`src/rtl/uart_pkg.sv`:
```
// Shared UART frame constants and receiver state encoding.
package uart_pkg;

    localparam int unsigned UART_DATA_W     = 8;
    localparam int unsigned UART_FRAME_BITS = 10;

    typedef enum logic [1:0] {
        IDLE  = 2'd0,
        START = 2'd1,
        DATA  = 2'd2,
        STOP  = 2'd3
    } uart_rx_state_e;

endpackage

```
`src/rtl/uart_rx_sync.sv`:
```
// Three-flop conditioning of the async rx line with falling-edge detect.
module uart_rx_sync (
    input  logic clk,
    input  logic rst_n,
    input  logic rx,
    output logic rx_s,
    output logic fall
);

    logic rx_meta;
    logic rx_d;

    // All stages reset high so leaving reset never looks like a start edge.
    always_ff @(posedge clk or negedge rst_n) begin
        if (!rst_n) begin
            rx_meta <= 1'b1;
            rx_s    <= 1'b1;
            rx_d    <= 1'b1;
        end else begin
            rx_meta <= rx;
            rx_s    <= rx_meta;
            rx_d    <= rx_s;
        end
    end

    assign fall = rx_d & ~rx_s;

endmodule

```
`src/rtl/uart_rx.sv`:
```
// 8N1 UART receiver: mid-bit sampling, one-cycle po_flag per received byte.
// Optional stop-bit checking with frame_err when UART_RX_FRAME_CHECK_EN is defined.
module uart_rx
    import uart_pkg::*;
#(
    parameter int unsigned UART_BPS = 9600,
    parameter int unsigned CLK_FREQ = 50_000_000
) (
    input  logic                   clk,
    input  logic                   rst_n,
    input  logic                   rx,
    output logic [UART_DATA_W-1:0] po_data,
    output logic                   po_flag
`ifdef UART_RX_FRAME_CHECK_EN
    ,
    output logic                   frame_err
`endif
);

    localparam int unsigned BAUD_CNT_MAX = CLK_FREQ / UART_BPS;
    localparam int unsigned BAUD_HALF    = BAUD_CNT_MAX / 2;
    localparam int unsigned CNT_W        = 16;
    localparam int unsigned BIT_CNT_W    = $clog2(UART_DATA_W);

    logic                   rx_s;
    logic                   fall;
    uart_rx_state_e         state;
    uart_rx_state_e         state_nxt;
    logic [CNT_W-1:0]       baud_cnt;
    logic [BIT_CNT_W-1:0]   bit_cnt;
    logic [UART_DATA_W-1:0] shift_reg;
    logic                   baud_mid_c;
    logic                   baud_last_c;
    logic                   stop_hit_c;

    uart_rx_sync u_sync (
        .clk   (clk),
        .rst_n (rst_n),
        .rx    (rx),
        .rx_s  (rx_s),
        .fall  (fall)
    );

    assign baud_mid_c  = (baud_cnt == CNT_W'(BAUD_HALF));
    assign baud_last_c = (baud_cnt == CNT_W'(BAUD_CNT_MAX - 1));
    assign stop_hit_c  = (state == STOP) && baud_mid_c;

    // State register
    always_ff @(posedge clk or negedge rst_n) begin
        if (!rst_n) begin
            state <= IDLE;
        end else begin
            state <= state_nxt;
        end
    end

    // Next-state: every decision is taken at the middle of a bit period
    always_comb begin
        state_nxt = state;
        case (state)
            IDLE:    if (fall) state_nxt = START;
            START:   if (baud_mid_c) state_nxt = rx_s ? IDLE : DATA;
            DATA:    if (baud_mid_c && (bit_cnt == BIT_CNT_W'(UART_DATA_W - 1))) state_nxt = STOP;
            STOP:    if (baud_mid_c) state_nxt = IDLE;
            default: state_nxt = IDLE;
        endcase
    end

    // Bit-period counter free-runs through the frame and parks at zero in IDLE
    always_ff @(posedge clk or negedge rst_n) begin
        if (!rst_n) begin
            baud_cnt <= '0;
        end else if ((state == IDLE) || (state_nxt == IDLE) || baud_last_c) begin
            baud_cnt <= '0;
        end else begin
            baud_cnt <= baud_cnt + CNT_W'(1);
        end
    end

    // LSB-first data capture
    always_ff @(posedge clk or negedge rst_n) begin
        if (!rst_n) begin
            bit_cnt   <= '0;
            shift_reg <= '0;
        end else if (state == START) begin
            bit_cnt <= '0;
        end else if ((state == DATA) && baud_mid_c) begin
            shift_reg[bit_cnt] <= rx_s;
            bit_cnt            <= bit_cnt + BIT_CNT_W'(1);
        end
    end

    // Commit slot is the cycle right after the stop-bit sample
    always_ff @(posedge clk or negedge rst_n) begin
        if (!rst_n) begin
            po_data <= '0;
            po_flag <= 1'b0;
`ifdef UART_RX_FRAME_CHECK_EN
            frame_err <= 1'b0;
`endif
        end else begin
            po_flag <= 1'b0;
`ifdef UART_RX_FRAME_CHECK_EN
            frame_err <= 1'b0;
            if (stop_hit_c) begin
                if (rx_s) begin
                    po_data <= shift_reg;
                    po_flag <= 1'b1;
                end else begin
                    frame_err <= 1'b1;
                end
            end
`else
            if (stop_hit_c) begin
                po_data <= shift_reg;
                po_flag <= 1'b1;
            end
`endif
        end
    end

endmodule
```
`config.mk`:
```
export PLATFORM = sky130hd
export DESIGN_NAME = uart_rx
export DESIGN_NICKNAME = d
export VERILOG_FILES = /design/src/rtl/uart_pkg.sv /design/src/rtl/uart_rx_sync.sv /design/src/rtl/uart_rx.sv
export SDC_FILE = /design/constraint.sdc
export NUM_CORES = 1
export LEC_CHECK = 0
export CORE_MARGIN = 2
export CORE_UTILIZATION = 25
export CTS_BUF_LIST = sky130_fd_sc_hd__clkbuf_16
export DETAILED_ROUTE_END_ITERATION = 6
export DONT_BUFFER_PORTS = 1
export GPL_TIMING_DRIVEN = 1
export PLACE_DENSITY = 0.39
export SYNTH_ARGS = -nofsm -noshare
export SYNTH_HDL_FRONTEND = slang
export SYNTH_SLANG_ARGS = --single-unit
```
`constraint.sdc`:
```
create_clock -name clk -period 2.4 [get_ports clk]
set_clock_uncertainty 0.05 [all_clocks]
set_input_delay 0.12 -clock clk [delete_from_list [all_inputs] [get_ports clk]]
set_output_delay 0.12 -clock clk [all_outputs]
set_load 0.01 [all_outputs]
```
==> metrics.md <==
| Metric | Value |
|---|---|
| Outcome | finished clean |
| Vias | 1399 |
| Cts bufs inserted | 5 |
| Setup TNS | 0 ns |
| Max-slew violation count | 0 |
| Share of cells above drive strength 1 | 23.74% |
| Syn_nets | 195 |
| Syn_area_per_cell | 10.94 um2 |
| Core Region | 8093 um2 |
| Post-Synth XOR/XNOR Area | 5.535% |
| Mux cell area share after synthesis | 9.854% |
| Initial Utilization | 25.42% |
| Final hold violations | 0 |
| Clk slew on worst S/H paths | 0.06 ns |
| Clock root buffer | clkbuf_16 |
| Max reg flops | 16 |
| Required time of the critical path | 2.52 ns |
| Final worst slack | 0.1307 ns |
| CTS sink count | 41 |
| Number of buffers added on ports | 0 |
| Final ANT Viol Nets | 0 |
| Pwr dens | 786.6 nW/um2 |
| Gr ovfl total | 0 |
| Max Root-Sink Buffers | 2 |
| Worst R2R Path Depth | 7 |
| Final Instance Area | 2460 um2 |
| Worst r2r src | baud_cnt[1]$_DFF_PN0_ |
| Routed WL | 4431 um |
| CP Max Fanout | 4 |
| CTS tree | yes |
| Synth Flop Type | dfrtp_1 |
| Post-DP Area | 2220 um2 |
| Critical path class | flip-flop to flip-flop |
| Detailed-route vias per instance | 4.617 |
| Max Clk Rate | 0.4407 GHz |
| First-pass GRT wire length | 7714 um |
| Pre-CTS WS | 0.08898 ns |
| Synth cell count leaders | 38 x dfrtp_1, 20 x nand3_1, 18 x mux2_2, 18 x nor3_1 |
| Max cap viols | 0 |
| Fillers | 887 |
| Yosys Warn Count | 0 |
| Synth Area in Adders | 2.433% |
| Dominant cell type by area after synthesis | dfrtp_1 |
| Maximum vdd drop | 503.2 uV |
| R2r endpoint | po_data[5]$_DFFE_PN0P_ |
| Initial DRC count | 26 |
| Final setup viols | 0 |
| # Post-CTS Setup Buffers | 0 |
| Most frequent cell after synthesis | dfrtp_1 |
| Multi-input logic area | 965.9 um2 |
| WL per Instance | 14.62 um |
| Final nets | 204 |
| CP startpoint | baud_cnt[1]$_DFF_PN0_ |
| Yosys top cell area share | 46.23% |
| Area growth, synth to finish | 19.59% |
| Critical path arrival | 2.39 ns |
| Register cell area after layout | 1030 um2 |
| H-tree depth | 2 |
| Total GRT Usage | 11.30% |
| Hold Path Class | input pin to asynchronous set/reset pin |
| Worst skew pair latency | 0.28 ns |
| Final GP Congestion | 0.7405 |
| I/O pin count | 12 |
| Row cnt | 33 |
| DRT Pass-1 Iters | 4 |
| Overall Power | 1.935 mW |
| Post-synthesis sequential area ratio | 50.06% |
| Initial antenna violation count | 0 |
| Leakage | 1.060 nW |
| Largest net degree at the start of global routing | 42 |
| Flop2flop setup slack | 0.13 ns |
| Post-synthesis cell count | 188 |
| Share of flip-flops with an asynchronous set or reset | 100.0% |
| # DRC | 0 |
| Final Cycle Share | 94.56% |
| Die area | 8969 um2 |
| CP endpoint kind | flip-flop |
| Synth Register Bits | 41 |
| RSZ-0062 raised after global routing | no |
| Dpl hpwl | 3027 um |
| Largest family of logic cells by synthesized area | simple AND/OR/NAND/NOR gates |
| Max-slew headroom | 68.28% |
| Synth cell types | 38 |
| Post-synth EDFFs | 0 |
| Synth area leaders | dfrtp_1 46%, mux2_2 9.9%, nand3_1 4.9% |
| Mapped Area | 2057 um2 |
| CP startpoint kind | flip-flop |
| Vias in the first global route | 1461 |
| Chip Height | 94.71 um |
| Worst Max-Slew Pin Slew | 0.4748 ns |
| Hold_ws | 0.2782 ns |
| DIE WIDTH | 94.71 um |
| Final min period | 2.269 ns |
| Simple-Gate Fraction of Synth Area | 25.55% |
| Compound-gate portion of the synthesized area | 3.467% |
| # diodes | 0 |
| Worst setup path endpoint | po_data[5]$_DFFE_PN0P_ |
## critical path, cell delays in order (launching register included)
cell     delay, ns
dfrtp_1       0.40
inv_1         0.06
ha_1          0.12
or3b_2        0.50
nor4_4        0.30
and4_4        0.26
buf_4         0.14
mux2_2        0.33
## cells in the final DEF (no fill, tap or decap), types with 3 or more instances in the layout
| master | instances |
|---|---|
| nor4_1 | 5 |
| nor2b_1 | 3 |
| xor2_1 | 5 |
| ha_1 | 4 |
| and3_1 | 3 |
| mux2_2 | 18 |
| clkbuf_16 | 5 |
| dfstp_2 | 3 |
| nand3_1 | 20 |
| xnor2_1 | 8 |
| nand2_1 | 8 |
| nor2_1 | 7 |
| and4_1 | 3 |
| nand4_1 | 5 |
| nor3b_1 | 4 |
| buf_4 | 8 |
| inv_1 | 4 |
| dfrtp_1 | 38 |
| nor3_1 | 18 |
## cell families after synthesis
| group | after synthesis |
|---|---|
| AOI/OAI and AO/OA | 9 |
| DFF | 41 |
| buffers and inverters | 14 |
| adders and majority gates | 4 |
| and+or+nand+nor | 89 |
| xor gates and xnor gates | 13 |
| muxes | 18 |
## per-layer routing
metal  track usage [%]  part of all wire (%)
met2             17.14                    46
met3             2.634                   2.1
met5                 0                     0
met1             15.58                    51
met4             4.348                   1.6
## through the flow
step	instances	util (%)
6_report	303	30.40
5_1_grt	303	30.40
4_1_cts	303	30.36
3_5_place_dp	292	27.43
3_3_place_gp	292	27.43
2_1_floorplan	188	-
## area by class of cell
cell class	instances	area share, %
tap	105	5.341
clock inverter	3	2.645
multi-input combinational	133	39.27
sequential	41	41.86
inverter	4	0.6104
timing repair buffer	12	5.188
clock buffer	5	5.086
## how the worst min path moves through the flow
stage / cells after the start / from / end
floorplan: 0 / rst_n / baud_cnt[0]$_DFF_PN0_
CTS: 2 / rst_n / po_flag$_DFF_PN0_
detailed placement: 0 / rst_n / po_flag$_DFF_PN0_
global route: 0 / u_sync.rx_meta$_DFF_PN1_ / u_sync.rx_s$_DFF_PN1_
global placement: 0 / rst_n / po_flag$_DFF_PN0_
finish: 2 / rst_n / po_flag$_DFF_PN0_
## timing repair
item | CTS | global route
hold buffers | 3 | 0
resized for setup | 0 | 1
hold endpoints to repair | 42 | 0
endpoints found under the setup margin | 0 | 2
## power by group
group	internal, mW	switching (mW)
logic	0.0986	0.115
clock network	0.594	0.279
registers	0.754	0.0945
total	1.45	0.488
Note: power is estimated with default switching activity, not from simulation.
